==> config.mk <==
export PLATFORM = sky130hd
export DESIGN_NAME = game_ctrl
export DESIGN_NICKNAME = d
export VERILOG_FILES = /design/src/rtl/game_pkg.sv /design/src/rtl/frame_tick_gen.sv /design/src/rtl/game_ctrl.sv
export SDC_FILE = /design/constraint.sdc
export NUM_CORES = 1
export LEC_CHECK = 0
export BUFFER_PORTS_ARGS = -buffer_cell sky130_fd_sc_hd__buf_2
export CELL_PAD_IN_SITES_DETAIL_PLACEMENT = 0
export CELL_PAD_IN_SITES_GLOBAL_PLACEMENT = 1
export CORE_UTILIZATION = 45
export DETAILED_ROUTE_END_ITERATION = 16
export PLACE_DENSITY_LB_ADDON = 0.1
export REMOVE_ABC_BUFFERS = 1
export SLEW_MARGIN = 20
export SYNTH_ARGS = -nofsm -noshare
export SYNTH_HDL_FRONTEND = slang
export SYNTH_SLANG_ARGS = --single-unit
==> constraint.sdc <==
create_clock -name clk -period 2.6 [get_ports clk]
set_clock_uncertainty 0.05 [all_clocks]
set_input_delay 0.52 -clock clk [delete_from_list [all_inputs] [get_ports clk]]
set_output_delay 0.52 -clock clk [all_outputs]
set_load 0.02 [all_outputs]
==> src/rtl/game_pkg.sv <==
// Shared game-state encoding and keyboard command codes for the game sequencer.
package game_pkg;

    typedef enum logic [2:0] {
        MENU      = 3'd0,
        PLAY      = 3'd1,
        PAUSE     = 3'd2,
        RESPAWN   = 3'd3,
        GAME_OVER = 3'd4
    } game_state_t;

    localparam logic [6:0] KEY_START = 7'h0D;
    localparam logic [6:0] KEY_PAUSE = 7'h70;
    localparam logic [6:0] KEY_QUIT  = 7'h1B;

endpackage

==> src/rtl/frame_tick_gen.sv <==
// Turns the VGA vsync level into a single-cycle registered pulse per frame.
module frame_tick_gen (
    input  logic clk,
    input  logic rst,
    input  logic vsync,
    output logic frame_tick
);

    logic vsync_q1_q, vsync_q2_q, tick_q;
    logic vsync_q1_d, vsync_q2_d, tick_d;

    // Rising edge seen between the two vsync stages; the pulse itself is a flop.
    always_comb begin
        vsync_q1_d = vsync;
        vsync_q2_d = vsync_q1_q;
        tick_d     = vsync_q1_q & ~vsync_q2_q;
    end

    always_ff @(posedge clk or posedge rst) begin
        if (rst) begin
            vsync_q1_q <= 1'b0;
            vsync_q2_q <= 1'b0;
            tick_q     <= 1'b0;
        end else begin
            vsync_q1_q <= vsync_q1_d;
            vsync_q2_q <= vsync_q2_d;
            tick_q     <= tick_d;
        end
    end

    assign frame_tick = tick_q;

endmodule

==> src/rtl/game_ctrl.sv <==
// Game sequencer: menu/play/pause/respawn/game-over FSM with lives, level and frame timer.
module game_ctrl
    import game_pkg::*;
#(
    parameter int LIVES           = 3,
    parameter int NUM_LEVELS      = 4,
    parameter int RESPAWN_FRAMES  = 60,
    parameter int GAMEOVER_FRAMES = 180
) (
    input  logic       clk,
    input  logic       rst,
    input  logic [6:0] key_code,
    input  logic       key_valid,
    input  logic       vsync,
    input  logic       collision,
    input  logic       goal_reached,
    output logic [2:0] state,
    output logic       menu_en,
    output logic       play_en,
    output logic       sprite_reset,
    output logic       frame_tick,
    output logic [1:0] lives,
    output logic [2:0] level,
    output logic       win
);

    game_state_t state_q, state_d;
    logic [1:0]  lives_q, lives_d;
    logic [2:0]  level_q, level_d;
    logic [7:0]  timer_q, timer_d;
    logic        win_q, win_d;
    logic        menu_en_q, menu_en_d;
    logic        play_en_q, play_en_d;
    logic        sprite_reset_q, sprite_reset_d;
    logic        reset_req;
    logic        tick;
    logic        key_start, key_pause, key_quit;

    frame_tick_gen u_frame_tick_gen (
        .clk        (clk),
        .rst        (rst),
        .vsync      (vsync),
        .frame_tick (tick)
    );

    // key_code is only meaningful in the single cycle key_valid is high; no back-pressure.
    assign key_start = key_valid && (key_code == KEY_START);
    assign key_pause = key_valid && (key_code == KEY_PAUSE);
    assign key_quit  = key_valid && (key_code == KEY_QUIT);

    always_comb begin
        state_d   = state_q;
        lives_d   = lives_q;
        level_d   = level_q;
        win_d     = win_q;
        timer_d   = timer_q;
        reset_req = 1'b0;
        case (state_q)
            MENU: begin
                if (key_start) begin
                    state_d   = PLAY;
                    lives_d   = 2'(LIVES);
                    level_d   = 3'd0;
                    win_d     = 1'b0;
                    reset_req = 1'b1;
                end
            end
            PLAY: begin
                if (key_pause) begin
                    state_d = PAUSE;
                end else if (tick && goal_reached) begin
                    if (level_q < 3'(NUM_LEVELS - 1)) begin
                        level_d   = level_q + 3'd1;
                        reset_req = 1'b1;
                    end else begin
                        win_d   = 1'b1;
                        state_d = GAME_OVER;
                    end
                end else if (tick && collision) begin
                    if (lives_q > 2'd1) begin
                        lives_d   = lives_q - 2'd1;
                        reset_req = 1'b1;
                        state_d   = RESPAWN;
                    end else begin
                        lives_d = 2'd0;
                        win_d   = 1'b0;
                        state_d = GAME_OVER;
                    end
                end
            end
            PAUSE: begin
                if (key_pause) begin
                    state_d = PLAY;
                end else if (key_quit) begin
                    state_d = MENU;
                end
            end
            RESPAWN: begin
                if (tick) begin
                    if (timer_q == 8'(RESPAWN_FRAMES - 1)) begin
                        state_d = PLAY;
                    end else begin
                        timer_d = timer_q + 8'd1;
                    end
                end
            end
            GAME_OVER: begin
                if (key_start) begin
                    state_d = MENU;
                end else if (tick) begin
                    if (timer_q == 8'(GAMEOVER_FRAMES - 1)) begin
                        state_d = MENU;
                    end else begin
                        timer_d = timer_q + 8'd1;
                    end
                end
            end
            default: state_d = MENU;
        endcase
        // Every state starts counting frames from zero.
        if (state_d != state_q) begin
            timer_d = 8'd0;
        end
        sprite_reset_d = reset_req & ~sprite_reset_q;
        menu_en_d      = (state_d == MENU) || (state_d == GAME_OVER);
        play_en_d      = (state_d == PLAY);
    end

    always_ff @(posedge clk or posedge rst) begin
        if (rst) begin
            state_q        <= MENU;
            lives_q        <= 2'd0;
            level_q        <= 3'd0;
            timer_q        <= 8'd0;
            win_q          <= 1'b0;
            menu_en_q      <= 1'b1;
            play_en_q      <= 1'b0;
            sprite_reset_q <= 1'b0;
        end else begin
            state_q        <= state_d;
            lives_q        <= lives_d;
            level_q        <= level_d;
            timer_q        <= timer_d;
            win_q          <= win_d;
            menu_en_q      <= menu_en_d;
            play_en_q      <= play_en_d;
            sprite_reset_q <= sprite_reset_d;
        end
    end

    assign state        = state_q;
    assign lives        = lives_q;
    assign level        = level_q;
    assign win          = win_q;
    assign menu_en      = menu_en_q;
    assign play_en      = play_en_q;
    assign sprite_reset = sprite_reset_q;
    assign frame_tick   = tick;

endmodule

Yosys cells after proc, flatten, opt, wreduce, memory -nomap -nowiden
Cells that the tools add are included.
- word-level logic and storage cells: 106
- input port bits: 13
- output and inout port bits: 13
- register bits: 23
- add/sub/neg operators: 3
- reductions and logical operators: 14
- mux-type cells: 46
- bitwise gates (word level): 4
- magnitude comparators: 2
- equal/unequal tests: 26
- operator list (kind ; count):
    two-way mux 3 bit ; 17
    two-way mux 8 bit ; 6
    != test 3 bit, second input constant ; 6
    one-hot mux 8 bit (2 select lines) ; 1
    one-hot mux 3 bit (5 select lines) ; 1
    two-way mux 1 bit ; 12
    != test 2 bit, second input constant ; 6
    AND reduction 6 bit ; 2
    two-way mux 2 bit ; 5
    AND reduction 5 bit ; 2
    adder 8 x 1 -> 8 bit, second input constant ; 1
    equality test 8 x 6 -> 1 bit, second input constant ; 1
    equality test 8 bit, second input constant ; 1
    equality test 7 x 4 -> 1 bit, second input constant ; 1
    equality test 7 x 5 -> 1 bit, second input constant ; 1
    equality test 7 bit, second input constant ; 1
    equality test 3 x 1 -> 1 bit, second input constant ; 2
    equality test 3 x 2 -> 1 bit, second input constant ; 2
    equality test 3 bit, second input constant ; 2
    logical NOT 3 bit ; 2
    != test 3 x 2 -> 1 bit, second input constant ; 2
    one-hot mux 3 bit (2 select lines) ; 1
    logical AND 1 bit ; 5
    one-hot mux 1 bit (2 select lines) ; 2
    11 further kinds ; 13

Depth between registers and ports, before layout
Gate-level depths: netlist of run 1.
- word-level depth: 9
- gate-level depth with buffers: 6
- depth with buffers taken out: 6

Cells and area by module
From an unflattened synthesis of run 1, not the netlist that was laid out.
- cells, all modules: 143
- area total of the unflattened synthesis: 1438.9 sq um
- by module, submodules not included (module ; area an instance (sq um) ; instances ; seq. area each (sq um) ; cells an instance):
    game_ctrl ; 1346.3 ; 1 ; 501.7 ; 138
    frame_tick_gen ; 92.6 ; 1 ; 75.1 ; 5

Least setup slack after synthesis of run 1
OpenSTA, ideal clock, no wires.
- path type: reg-to-reg
- start point: reg state_q[1], in the netlist state[1]
- end point: reg timer_q[1]
- setup time: 0.087 ns
- arrival time: 1.745 ns
- setup slack: 0.718 ns
- path buffers: 1
- cell stages (with the launch flop): 7
- required time: 2.463 ns
- clock period less this slack: 1.882 ns
- path through: dfrtp_1 > buf_6 > nand4bb_1 > a211o_1 > and3_4 > or3b_1 > a211oi_2
- word-level cells in the longest chain between the ends: 7
- elaborated cells on any way between the ends: 28
- classes of those cells: eq/ne: 10; mux: 15; reduce/logical: 3
- ends and longest elaborated chain (what ; line ; RTL):
    start, declared ; game_ctrl.sv:27 ; game_state_t state_q, state_d;
    start signal, assigned ; game_ctrl.sv:140 ; state_q <= state_d;
    two-way mux 3 bit (on tied branches) ; game_ctrl.sv:111, game_ctrl.sv:72, game_ctrl.sv:79 ;
    two-way mux 3 bit (on tied branches) ; game_ctrl.sv:110, game_ctrl.sv:71 ;
    two-way mux 3 bit (on tied branches) ; game_ctrl.sv:108, game_ctrl.sv:69 ;
    one-hot mux 3 bit (5 select lines) ; game_ctrl.sv:58 ; case (state_q)
    != test 3 bit ; game_ctrl.sv:121 ; if (state_d != state_q) begin
    != test 3 x 2 -> 1 bit (no line) (tied with other cells) ; - ;
    AND reduction 6 bit (no line) ; - ;
    end signal, assigned ; game_ctrl.sv:143 ; timer_q <= timer_d;
    end, declared ; game_ctrl.sv:30 ; logic [7:0] timer_q, timer_d;
Several ways; a longest one is shown, not always the timed one.
A chain may end at the register's enable or synchronous reset.

Worst setup path after layout of run 1
- start point: reg state_q[0], in the netlist state[0]
- end point: reg timer_q[1]
Same word-level chain as after synthesis.

==> impl_metrics.env, run 1 <==
export IMPL_final_hold_violation_count=0
export IMPL_clockRootBuffer="clkbuf_4"
export IMPL_dieArea_um2=3396
export IMPL_stdcell_count=217
export IMPL_synth_seq_cells=23
export IMPL_cts_post_setup_buffers_inserted=0
export IMPL_worst_ir_drop_vdd_uv=292.7
export IMPL_gp_congestion=0.8374
export IMPL_synth_top_area_share_pct=38.63
export IMPL_cts_buffer_depth=2
export IMPL_holdWs_ps=267.8
export IMPL_finalMaxSlewViolations=0
export IMPL_criticalPathCategory="flip-flop to flip-flop"
export IMPL_synth_edff_count=0
export IMPL_finalSetupViolCount=0
export IMPL_routed_via_density=5.604
export IMPL_drt_total_wl_um=3076
export IMPL_cts_tree="built"
export IMPL_layout_drive_gt1_share_pct=24.28
export IMPL_clk_pin_slew_ps=120
export IMPL_worstPathRequired_ps=2770
export IMPL_tns_ps=0
export IMPL_finalCriticalPeriod_ps=1977
export IMPL_path_max_fanout=14
export IMPL_ys_seq_area_share_pct=40.47
export IMPL_row_count=20
export IMPL_rsz0062_at_grt="false"
export IMPL_grt_pass1_vias=1150
export IMPL_antenna_found_initial=0
export IMPL_ctsHtreeMaxLevel=1
export IMPL_diodes=0
export IMPL_cp_start_kind="flip-flop"
export IMPL_synth_most_common_cell="dfrtp_1"
export IMPL_cts_buffers=3
export IMPL_worst_slew_pin_slew_ps=849.5
export IMPL_fin_crit_sh_pct=76.04
export IMPL_grt_max_degree=24
export IMPL_die_height_um=58.28
export IMPL_fillers=299
export IMPL_syn_area_um2=1425
export IMPL_relSlewSlack_pct=43.31
export IMPL_drtIter0Drc=41
export IMPL_synth_commonest_cells="dfrtp_1, nand2_1, o21ai_0"
export IMPL_avgRoutedWirePerCell_um=14.18
export IMPL_critPathTopFamily="simple AND/OR/NAND/NOR gates"
export IMPL_synthCells=148
export IMPL_ys_types=49
export IMPL_run_status="finished, final reports clean"
export IMPL_io_buffers=25
export IMPL_dp_cells=213
export IMPL_synth_area_leaders="dfrtp_1, o21ai_0, nand2_1, xnor2_1, a21oi_1"
export IMPL_dr_total_vias=1216
export IMPL_synthFlopType="dfrtp_1"
export IMPL_clk_latency_ps=300
export IMPL_syn_area_per_cell_um2=9.629
export IMPL_final_nets=189
export IMPL_grtUsageTotal_pct=19.52
export IMPL_async_flop_share_pct=100.0
export IMPL_slowest_stage="dfrtp_1"
export IMPL_crit_buf_inv=0
export IMPL_start_util_pct=47.07
export IMPL_cts_resized=0
export IMPL_place_hpwl_um=2353
export IMPL_p_leak_nw=0.7042
export IMPL_crit_path_end_kind="flip-flop"
export IMPL_ant_nets=0
export IMPL_drt_pass1_iter_count=4
export IMPL_grt_pass1_wl_um=5147
export IMPL_area_growth_pct=12.29
export IMPL_cap_violations=0
export IMPL_die_width_um=58.28
export IMPL_hold_class="primary input to flip-flop"
export IMPL_cts_sinks=23
export IMPL_route_detailed_drc=0
export IMPL_crit_arrival_ps=2150
export IMPL_ios=26
export IMPL_crit_chain="nand4bb_1 -> a211o_1 -> and3_4 -> or3b_1 -> a211oi_2"
export IMPL_fmax_ghz=0.5058
export IMPL_max_stage_delay_ps=550
export IMPL_core_um2=3028
export IMPL_grt_overflow=0
export IMPL_ctsHoldBuffers=0
export IMPL_yosysWarnings=0
export IMPL_synth_area_leader_cell="dfrtp_1"
export IMPL_power_density_nw_per_um2=616.0
[cell type report]
type	instances	area (um2)	area share, %
Clock buffer	3	22.52	1.407
Clock inverter	1	5.005	0.3127
Inverter	6	22.52	1.407
Multi-Input combinational cell	115	793.3	49.57
Sequential cell	23	576.8	36.04
Tap cell	44	55.05	3.440
Timing Repair Buffer	25	125.1	7.819
[cells in the final DEF (no fill, tap or decap), types with 4 or more instances in the layout]
| cell | instances |
|---|---|
| buf_2 | 25 |
| inv_1 | 6 |
| o21ai_0 | 13 |
| nand3_1 | 5 |
| nor3_1 | 9 |
| a21oi_1 | 10 |
| nor2_1 | 4 |
| dfrtp_1 | 22 |
| nand2_1 | 14 |
| xnor2_1 | 6 |
[report_power, final]
group / leakage [nW] / internal, mW / total [mW] / switching, mW
clock: 0.0177 / 0.0573 / 0.160 / 0.102
combinational: 0.387 / 0.133 / 0.312 / 0.180
sequential: 0.300 / 0.426 / 0.514 / 0.0881
[worst reg2reg max path, delay by kind of cell, from the launching register on]
family | cells | cell delay [ps]
simple gates | 3 | 820
compound gates | 2 | 480
flops | 1 | 550
[flip-flops by register name, summed over array words and instances, names as in the netlist, 2 cells and up]
signal	cells
level	3
lives	2
state	3
timer_q	8
[cell families (layout without fill, tap and decap cells)]
family | after synthesis | in the layout | share of synthesized area, %
compound gates | 42 | 42 | 20.28
fa+ha+maj | 2 | 2 | 1.756
simple gates | 62 | 62 | 27.83
xor+xnor | 6 | 6 | 3.687
mux | 3 | 3 | 2.107
flops | 23 | 23 | 40.47
buf+inv | 10 | 35 | 3.863
[per-layer routing]
layer  track usage (%)  part of all wire, %  vias to the layer above
met3             1.786                  3.0                        4
met5                 0                    0                        -
met1             27.78                   51                      581
li1                  -                    -                      609
met4             6.463                 0.98                        0
met2             31.36                   45                       22
[path summary, 6_finish.rpt]
kind                                                  startpoint                               endpoint  slack [ps]  cells after the start
min reg2reg                u_frame_tick_gen.vsync_q1_q$_DFF_PP0_  u_frame_tick_gen.vsync_q2_q$_DFF_PP0_         340                      0
max in group asynchronous                                    rst                 timer_q[5]$_DFFE_PP0P_        1660                      2
min in group asynchronous                                    rst                     state[2]$_DFF_PP0_         320                      2
max                                           state[0]$_DFF_PP0_                 timer_q[1]$_DFFE_PP0P_         620                      5
max reg2reg                                   state[0]$_DFF_PP0_                 timer_q[1]$_DFFE_PP0P_         620                      5
min                                                        vsync  u_frame_tick_gen.vsync_q1_q$_DFF_PP0_         270                      1
[stage by stage]
stage	utilization [%]	power, mW	worst slack [ps]	cell area, um2
6_report	52.85	0.9858	623.0	1600
2_1_floorplan	-	0.7232	702.3	1393
4_1_cts	52.85	0.9884	632.2	1600
5_1_grt	52.85	1.052	489.3	1600
3_3_place_gp	51.94	0.8220	459.1	1573
3_5_place_dp	51.94	0.8274	435.2	1573
Power figures use the tool's default switching activity.
==> run 2: changes to the inputs <==
--- a/config.mk
+++ b/config.mk
@@ -5,10 +5,11 @@
 export SDC_FILE = /design/constraint.sdc
 export NUM_CORES = 1
 export LEC_CHECK = 0
+export ABC_AREA = 1
 export BUFFER_PORTS_ARGS = -buffer_cell sky130_fd_sc_hd__buf_2
 export CELL_PAD_IN_SITES_DETAIL_PLACEMENT = 0
 export CELL_PAD_IN_SITES_GLOBAL_PLACEMENT = 1
-export CORE_UTILIZATION = 45
+export CORE_UTILIZATION = 35
 export DETAILED_ROUTE_END_ITERATION = 16
 export PLACE_DENSITY_LB_ADDON = 0.1
 export REMOVE_ABC_BUFFERS = 1
==> constraint.sdc (replaced) <==
create_clock -name clk -period 1.8 [get_ports clk]
set_clock_uncertainty 0.05 [all_clocks]
set_input_delay 0.36 -clock clk [delete_from_list [all_inputs] [get_ports clk]]
set_output_delay 0.36 -clock clk [all_outputs]
set_load 0.02 [all_outputs]
==> run 2 against run 1 <==
Effect of this change:
- sequential power grew 32%
- utilization shrank 6.6 points
- clock power is 100% higher
- setup slack lost 490 ps
- maximum frequency grew 19%
- non-clock buffer count grew 16
- area after synthesis increased by 1.7%
- combinational power grew to 3.1 times the previous value
- routed wire length increased by 2.1%
- largest cell class unchanged
==> impl_metrics.env, run 2 <==
export IMPL_run_status="finished, final reports clean"
export IMPL_routed_via_density=4.642
export IMPL_drtIter0Drc=48
export IMPL_area_growth_pct=27.81
export IMPL_fin_ws_ps=134.7
export IMPL_dieArea_um2=4401
export IMPL_diodes=0
export IMPL_clockRootBuffer="clkbuf_8"
export IMPL_switchingPower_mw=0.8536
export IMPL_switching_share_pct=43.33
export IMPL_clk_latency_ps=260
export IMPL_drt_pass1_iter_count=4
export IMPL_fmax_ghz=0.6005
export IMPL_syn_area_per_cell_um2=7.208
export IMPL_grt_overflow=0
export IMPL_synth_top_area_share_pct=38.00
export IMPL_final_common_cell="nand2_1"
export IMPL_cts_sinks=23
export IMPL_worst_slew_pin_slew_ps=307.8
export IMPL_ys_seq_area_share_pct=39.81
export IMPL_finalSetupViolCount=0
export IMPL_synth_area_leader_cell="dfrtp_1"
export IMPL_core_um2=4000
export IMPL_fillers=428
export IMPL_worst_ir_drop_vdd_uv=480.8
export IMPL_dp_slack_ps=-7.644
export IMPL_synth_area_leaders="dfrtp_1, nand2_1, inv_1, nor2_1, nand3_1"
export IMPL_gp_congestion=0.8409
export IMPL_cts_buffers=3
export IMPL_grt_pass1_vias=1294
export IMPL_cts_tree="built"
export IMPL_synthFlopType="dfrtp_1"
export IMPL_finalCriticalPeriod_ps=1665
export IMPL_cts_buffer_depth=2
export IMPL_dpl_instance_area_um2=1712
export IMPL_final_cell_area_um2=1852
export IMPL_sequentialPowerShare_pct=34.4
export IMPL_grt_pass1_wl_um=5520
export IMPL_synth_seq_cells=23
export IMPL_final_cell_mix="nand2_1, inv_1, buf_2"
export IMPL_grt_max_degree=17
export IMPL_die_height_um=66.34
export IMPL_die_width_um=66.34
export IMPL_ant_nets=0
export IMPL_ys_types=23
export IMPL_rsz0062_at_grt="false"
export IMPL_tns_ps=0
export IMPL_max_stage_delay_ps=470
export IMPL_synth_edff_count=0
export IMPL_p_leak_nw=0.9587
export IMPL_clk_pin_slew_ps=80
export IMPL_largest_reg_flops=8
export IMPL_final_nets=262
export IMPL_avgRoutedWirePerCell_um=10.61
export IMPL_fin_crit_sh_pct=92.52
export IMPL_crit_chain="inv_2 -> nand2_1 -> nor2_1 -> nand3_2 -> nand2_2 -> inv_2 -> nand3_2 -> nand2_1 -> nand2_2 -> nand3_4 -> nor2_2"
export IMPL_syn_area_um2=1449
export IMPL_row_count=23
export IMPL_cap_violations=0
export IMPL_path_max_fanout=8
export IMPL_dr_total_vias=1374
export IMPL_route_detailed_drc=0
export IMPL_crit_path_end_kind="flip-flop"
export IMPL_async_flop_share_pct=100.0
export IMPL_drt_total_wl_um=3140
export IMPL_final_hold_violation_count=0
export IMPL_antenna_found_initial=0
export IMPL_io_buffers=25
export IMPL_dp_cells=286
export IMPL_hold_class="primary input to flip-flop"
export IMPL_place_hpwl_um=2520
export IMPL_finalMaxSlewViolations=0
export IMPL_stdcell_count=296
export IMPL_layout_drive_gt1_share_pct=32.93
export IMPL_cp_start_kind="flip-flop"
export IMPL_relSlewSlack_pct=79.46
export IMPL_criticalPathCategory="flip-flop to flip-flop"
export IMPL_synth_most_common_cell="nand2_1"
export IMPL_pwr_share_comb_pct=49.4
export IMPL_power_density_nw_per_um2=1064
export IMPL_start_util_pct=36.22
export IMPL_p_int_mw=1.116
export IMPL_worstPathRequired_ps=1950
export IMPL_slowest_stage="dfrtp_2"
export IMPL_ctsHtreeMaxLevel=1
export IMPL_synth_commonest_cells="nand2_1, inv_1, nor2_1"
export IMPL_largest_register="timer_q"
export IMPL_synthCells=201
export IMPL_grtUsageTotal_pct=16.45
export IMPL_ios=26
export IMPL_holdWs_ps=148.9
export IMPL_crit_arrival_ps=1810
export IMPL_yosysWarnings=0
export IMPL_clkPwrFrac_pct=16.2
-- run 2: changes by cell type after synthesis, sizes merged, moves of 5 or more --
cell / before / now
nand2: 14 / 56
nor2: 4 / 36
inv: 6 / 32
nand3: 6 / 18
xnor2: 6 / 0
xor2: 0 / 6
o21ai: 13 / 8
-- run 2: routing by layer --
layer | GRT usage, % | vias to the layer above | wire length [um]
met3 | 3.621 | 2 | 92
met5 | 0 | - | 0
met1 | 19.66 | 631 | 1450
met4 | 5.053 | 0 | 26
met2 | 29.08 | 16 | 1571
li1 | - | 725 | -
-- run 2: final timing paths --
kind,end,start,cells past startpoint,slack (ps)
setup / recovery,timer_q[6]$_DFFE_PP0P_,state[2]$_DFF_PP0_,11,130
hold / removal,u_frame_tick_gen.vsync_q1_q$_DFF_PP0_,vsync,1,150
setup reg to reg,timer_q[6]$_DFFE_PP0P_,state[2]$_DFF_PP0_,11,130
hold reg to reg,u_frame_tick_gen.vsync_q2_q$_DFF_PP0_,u_frame_tick_gen.vsync_q1_q$_DFF_PP0_,0,330
max in group asynchronous,menu_en$_DFF_PP1_,rst,4,600
min in group asynchronous,level[0]$_DFFE_PP0P_,rst,3,520
-- run 2: critical path: cells and delay by family, from the launching register on --
kind / cells / cell delay [ps]
and+or+nand+nor: 9 / 910
DFF: 1 / 470
buffers and inverters: 2 / 150
-- run 2: logic make-up after synthesis --
family / Yosys count / synth area share [%]
adders and majority gates: 2 / 1.727
DFF: 23 / 39.81
and+or+nand+nor: 121 / 40.33
buffers and inverters: 32 / 8.290
AOI/OAI and AO/OA: 17 / 6.217
xor gates and xnor gates: 6 / 3.627
-- run 2: power by group through the flow --
| stage | combinational [mW] | sequential [mW] | clock [mW] |
|---|---|---|---|
| 2_1_floorplan | 0.558 | 0.719 | 0 |
| 3_3_place_gp | 0.891 | 0.673 | 0 |
| 3_5_place_dp | 0.901 | 0.671 | 0 |
| 4_1_cts | 0.906 | 0.661 | 0.339 |
| 5_1_grt | 1.10 | 0.689 | 0.359 |
| 6_report | 0.973 | 0.677 | 0.320 |
-- run 2: metrics by stage --
stage / utilization (%) / power [mW]
5_1_grt: 46.29 / 2.146
3_5_place_dp: 42.79 / 1.571
6_report: 46.29 / 1.970
2_1_floorplan: - / 1.276
4_1_cts: 44.20 / 1.906
3_3_place_gp: 42.79 / 1.563
-- run 2: final cells by class --
type	instances	area, um2	share of cell area, %
multi-input cells	146	790.8	42.70
repair buffers	41	247.7	13.38
inverters	32	122.6	6.622
clock buffers	3	41.29	2.230
clock inverters	1	5.005	0.2703
well taps	50	62.56	3.378
flip-flops and latches	23	581.8	31.42
-- run 2: what timing repair did --
item / CTS / global route
endpoints found under the setup margin: 0 / 8
setup buffers: 0 / 5
hold buffers: 1 / 0
hold endpoints to repair: 7 / 0
gates resized for setup: 0 / 17
==> run 3: changes to the inputs <==
--- a/config.mk
+++ b/config.mk
@@ -5,11 +5,10 @@
 export SDC_FILE = /design/constraint.sdc
 export NUM_CORES = 1
 export LEC_CHECK = 0
-export ABC_AREA = 1
 export BUFFER_PORTS_ARGS = -buffer_cell sky130_fd_sc_hd__buf_2
 export CELL_PAD_IN_SITES_DETAIL_PLACEMENT = 0
 export CELL_PAD_IN_SITES_GLOBAL_PLACEMENT = 1
-export CORE_UTILIZATION = 35
+export CORE_UTILIZATION = 38
 export DETAILED_ROUTE_END_ITERATION = 16
 export PLACE_DENSITY_LB_ADDON = 0.1
 export REMOVE_ABC_BUFFERS = 1
==> constraint.sdc (replaced) <==
create_clock -name clk -period 1.8 [get_ports clk]
set_clock_uncertainty 0.05 [all_clocks]
set_input_delay 0.18 -clock clk [delete_from_list [all_inputs] [get_ports clk]]
set_output_delay 0.18 -clock clk [all_outputs]
set_load 0.02 [all_outputs]
==> run 3 against run 2 <==
Effect of this change:
- final cell count shrank 15%
- worst hold slack improved by 110 ps
- routed wire length is 20% higher
- clock power increased by 4%
- first-iteration DRC count is 38% higher
- design area is 7.0% higher
- utilization increased by 11 points
- via count rose by 2.0%
- combinational power decreased by 25%
- largest cell class unchanged
- largest power group unchanged
==> impl_metrics.env, run 3 (synthesized netlist as in run 1, its figures left out) <==
export IMPL_finalMaxSlewViolations=0
export IMPL_clkPwrFrac_pct=19.0
export IMPL_max_stage_delay_ps=430
export IMPL_drt_total_wl_um=3783
export IMPL_grt_pass1_wl_um=6161
export IMPL_dieArea_um2=3999
export IMPL_ant_nets=0
export IMPL_slowest_stage="dfrtp_1"
export IMPL_fmax_ghz=0.5660
export IMPL_cts_buffer_depth=2
export IMPL_largest_register="timer_q"
export IMPL_final_cell_mix="buf_4, buf_2, dfrtp_1"
export IMPL_clk_latency_ps=270
export IMPL_finalSetupViolCount=0
export IMPL_use_met1_pct=27.97
export IMPL_routed_via_density=5.538
export IMPL_criticalPathCategory="flip-flop to flip-flop"
export IMPL_run_status="finished, final reports clean"
export IMPL_crit_chain="nand4bb_4 -> a211o_1 -> and3_4 -> or3_4 -> a211oi_2"
export IMPL_clockRootBuffer="clkbuf_8"
export IMPL_io_buffers=25
export IMPL_use_met2_pct=29.84
export IMPL_utilization_pct=57.11
export IMPL_largest_reg_flops=8
export IMPL_critPathTopFamily="simple AND/OR/NAND/NOR gates"
export IMPL_final_hold_violation_count=0
export IMPL_switching_share_pct=36.02
export IMPL_cp_start_kind="flip-flop"
export IMPL_path_max_fanout=5
export IMPL_clk_pin_slew_ps=90
export IMPL_relSlewSlack_pct=76.40
export IMPL_p_leak_nw=0.9167
export IMPL_fin_crit_sh_pct=98.16
export IMPL_p_int_mw=1.128
export IMPL_avgRoutedWirePerCell_um=14.95
export IMPL_final_nets=223
export IMPL_stdcell_count=253
export IMPL_crit_buf_inv=0
export IMPL_worstPathRequired_ps=1940
export IMPL_ios=26
export IMPL_dp_cells=243
export IMPL_core_um2=3468
export IMPL_diodes=0
export IMPL_place_hpwl_um=2737
export IMPL_tns_ps=0
export IMPL_rsz0062_at_grt="true"
export IMPL_die_width_um=63.24
export IMPL_use_met3_pct=2.899
export IMPL_power_density_nw_per_um2=890.5
export IMPL_switchingPower_mw=0.6353
export IMPL_grtUsageTotal_pct=19.44
export IMPL_crit_arrival_ps=1910
export IMPL_antenna_found_initial=0
export IMPL_worst_slew_pin_slew_ps=351.0
export IMPL_rrSetupSlack_ps=30
export IMPL_drtIter0Drc=66
export IMPL_row_count=21
export IMPL_dr_total_vias=1401
export IMPL_route_detailed_drc=0
export IMPL_grt_pass1_vias=1344
export IMPL_cts_buffers=3
export IMPL_start_util_pct=41.09
export IMPL_final_common_cell="buf_4"
export IMPL_cts_sinks=23
export IMPL_grt_max_degree=24
export IMPL_ctsHtreeMaxLevel=1
export IMPL_grt_overflow=0
export IMPL_fin_total_pwr_mw=1.764
export IMPL_worst_ir_drop_vdd_uv=461.6
export IMPL_cts_tree="built"
export IMPL_fin_ws_ps=33.07
export IMPL_drt_pass1_iter_count=4
export IMPL_gp_congestion=0.7840
export IMPL_grt_busiest_layer="met2"
export IMPL_cap_violations=0
export IMPL_die_height_um=63.24
export IMPL_crit_path_end_kind="flip-flop"
export IMPL_dp_slack_ps=5.378
export IMPL_sequentialPowerShare_pct=39.6
export IMPL_pwr_share_comb_pct=41.4
export IMPL_hold_class="primary input to flip-flop"
export IMPL_finalCriticalPeriod_ps=1767
export IMPL_layout_drive_gt1_share_pct=42.03
export IMPL_area_growth_pct=38.98
==> run 3: cell types whose count changed in the layout (fill, tap and decap cells not counted), sizes merged, moves of 4 or more <==
| cell | previous run | this run |
|---|---|---|
| xor2 | 6 | 0 |
| buf | 40 | 57 |
| xnor2 | 0 | 6 |
| nand3 | 18 | 6 |
| nand4 | 6 | 2 |
| nor3 | 5 | 9 |
| inv | 32 | 6 |
| o21ai | 8 | 13 |
| nand2 | 56 | 14 |
| nor2 | 36 | 4 |
==> run 3: worst register-to-register path, stage by stage, from the launching register on <==
cell and delay [ps]:
dfrtp_1 430, nand4bb_4 250, a211o_1 250, and3_4 180, or3_4 330, a211oi_2 210
==> run 3: path summary, 6_finish.rpt <==
| kind | from | endpoint | cells after the start |
|---|---|---|---|
| worst min register to register | u_frame_tick_gen.vsync_q1_q$_DFF_PP0_ | u_frame_tick_gen.vsync_q2_q$_DFF_PP0_ | 0 |
| max in group asynchronous | rst | menu_en$_DFF_PP1_ | 4 |
| worst max-delay path | state[1]$_DFF_PP0_ | timer_q[2]$_DFFE_PP0P_ | 5 |
| min in group asynchronous | rst | win$_DFFE_PP0P_ | 4 |
| worst max register to register | state[1]$_DFF_PP0_ | timer_q[2]$_DFFE_PP0P_ | 5 |
| worst min-delay path | goal_reached | win$_DFFE_PP0P_ | 3 |
==> run 3: metal layers <==
metal,vias to the layer above,part of all wire [%]
met3,4,4.9
met1,680,50
met5,-,0
li1,676,-
met4,0,1.5
met2,41,43
==> run 3: through the flow <==
stage                     area, um2  hold WS, ps
final                          1981        257.1
after detailed placement       1785        187.7
after CTS                      1858        243.7
after global placement         1785        179.6
after floorplan                1393        131.2
after global routing           1981        264.2
==> run 3: power groups by stage <==
stage / Combinational [mW] / Sequential (mW) / Clock (mW)
final: 0.731 / 0.699 / 0.334
after global routing: 0.804 / 0.711 / 0.377
after CTS: 0.667 / 0.692 / 0.341
after detailed placement: 0.658 / 0.702 / 0
after global placement: 0.645 / 0.698 / 0
after floorplan: 0.264 / 0.781 / 0
==> run 3: area by class of cell <==
type                       count  area [um2]
clock buffer                   3       41.29
sequential                    23       579.3
tap                           46       57.56
inverter                       6       22.52
clock inverter                 1       5.005
timing repair buffer          59       392.9
multi-input combinational    115       882.1
fill                         336        1488
==> run 3: repair_timing <==
item                       4_1_cts  5_1_grt
hold endpoints to repair        23        0
gates cloned                     0        0
setup endpoints to repair        8       13
resized for setup                2       20
buffers inserted                 0        4
hold buffers                     2        0
pin swaps                        1        5
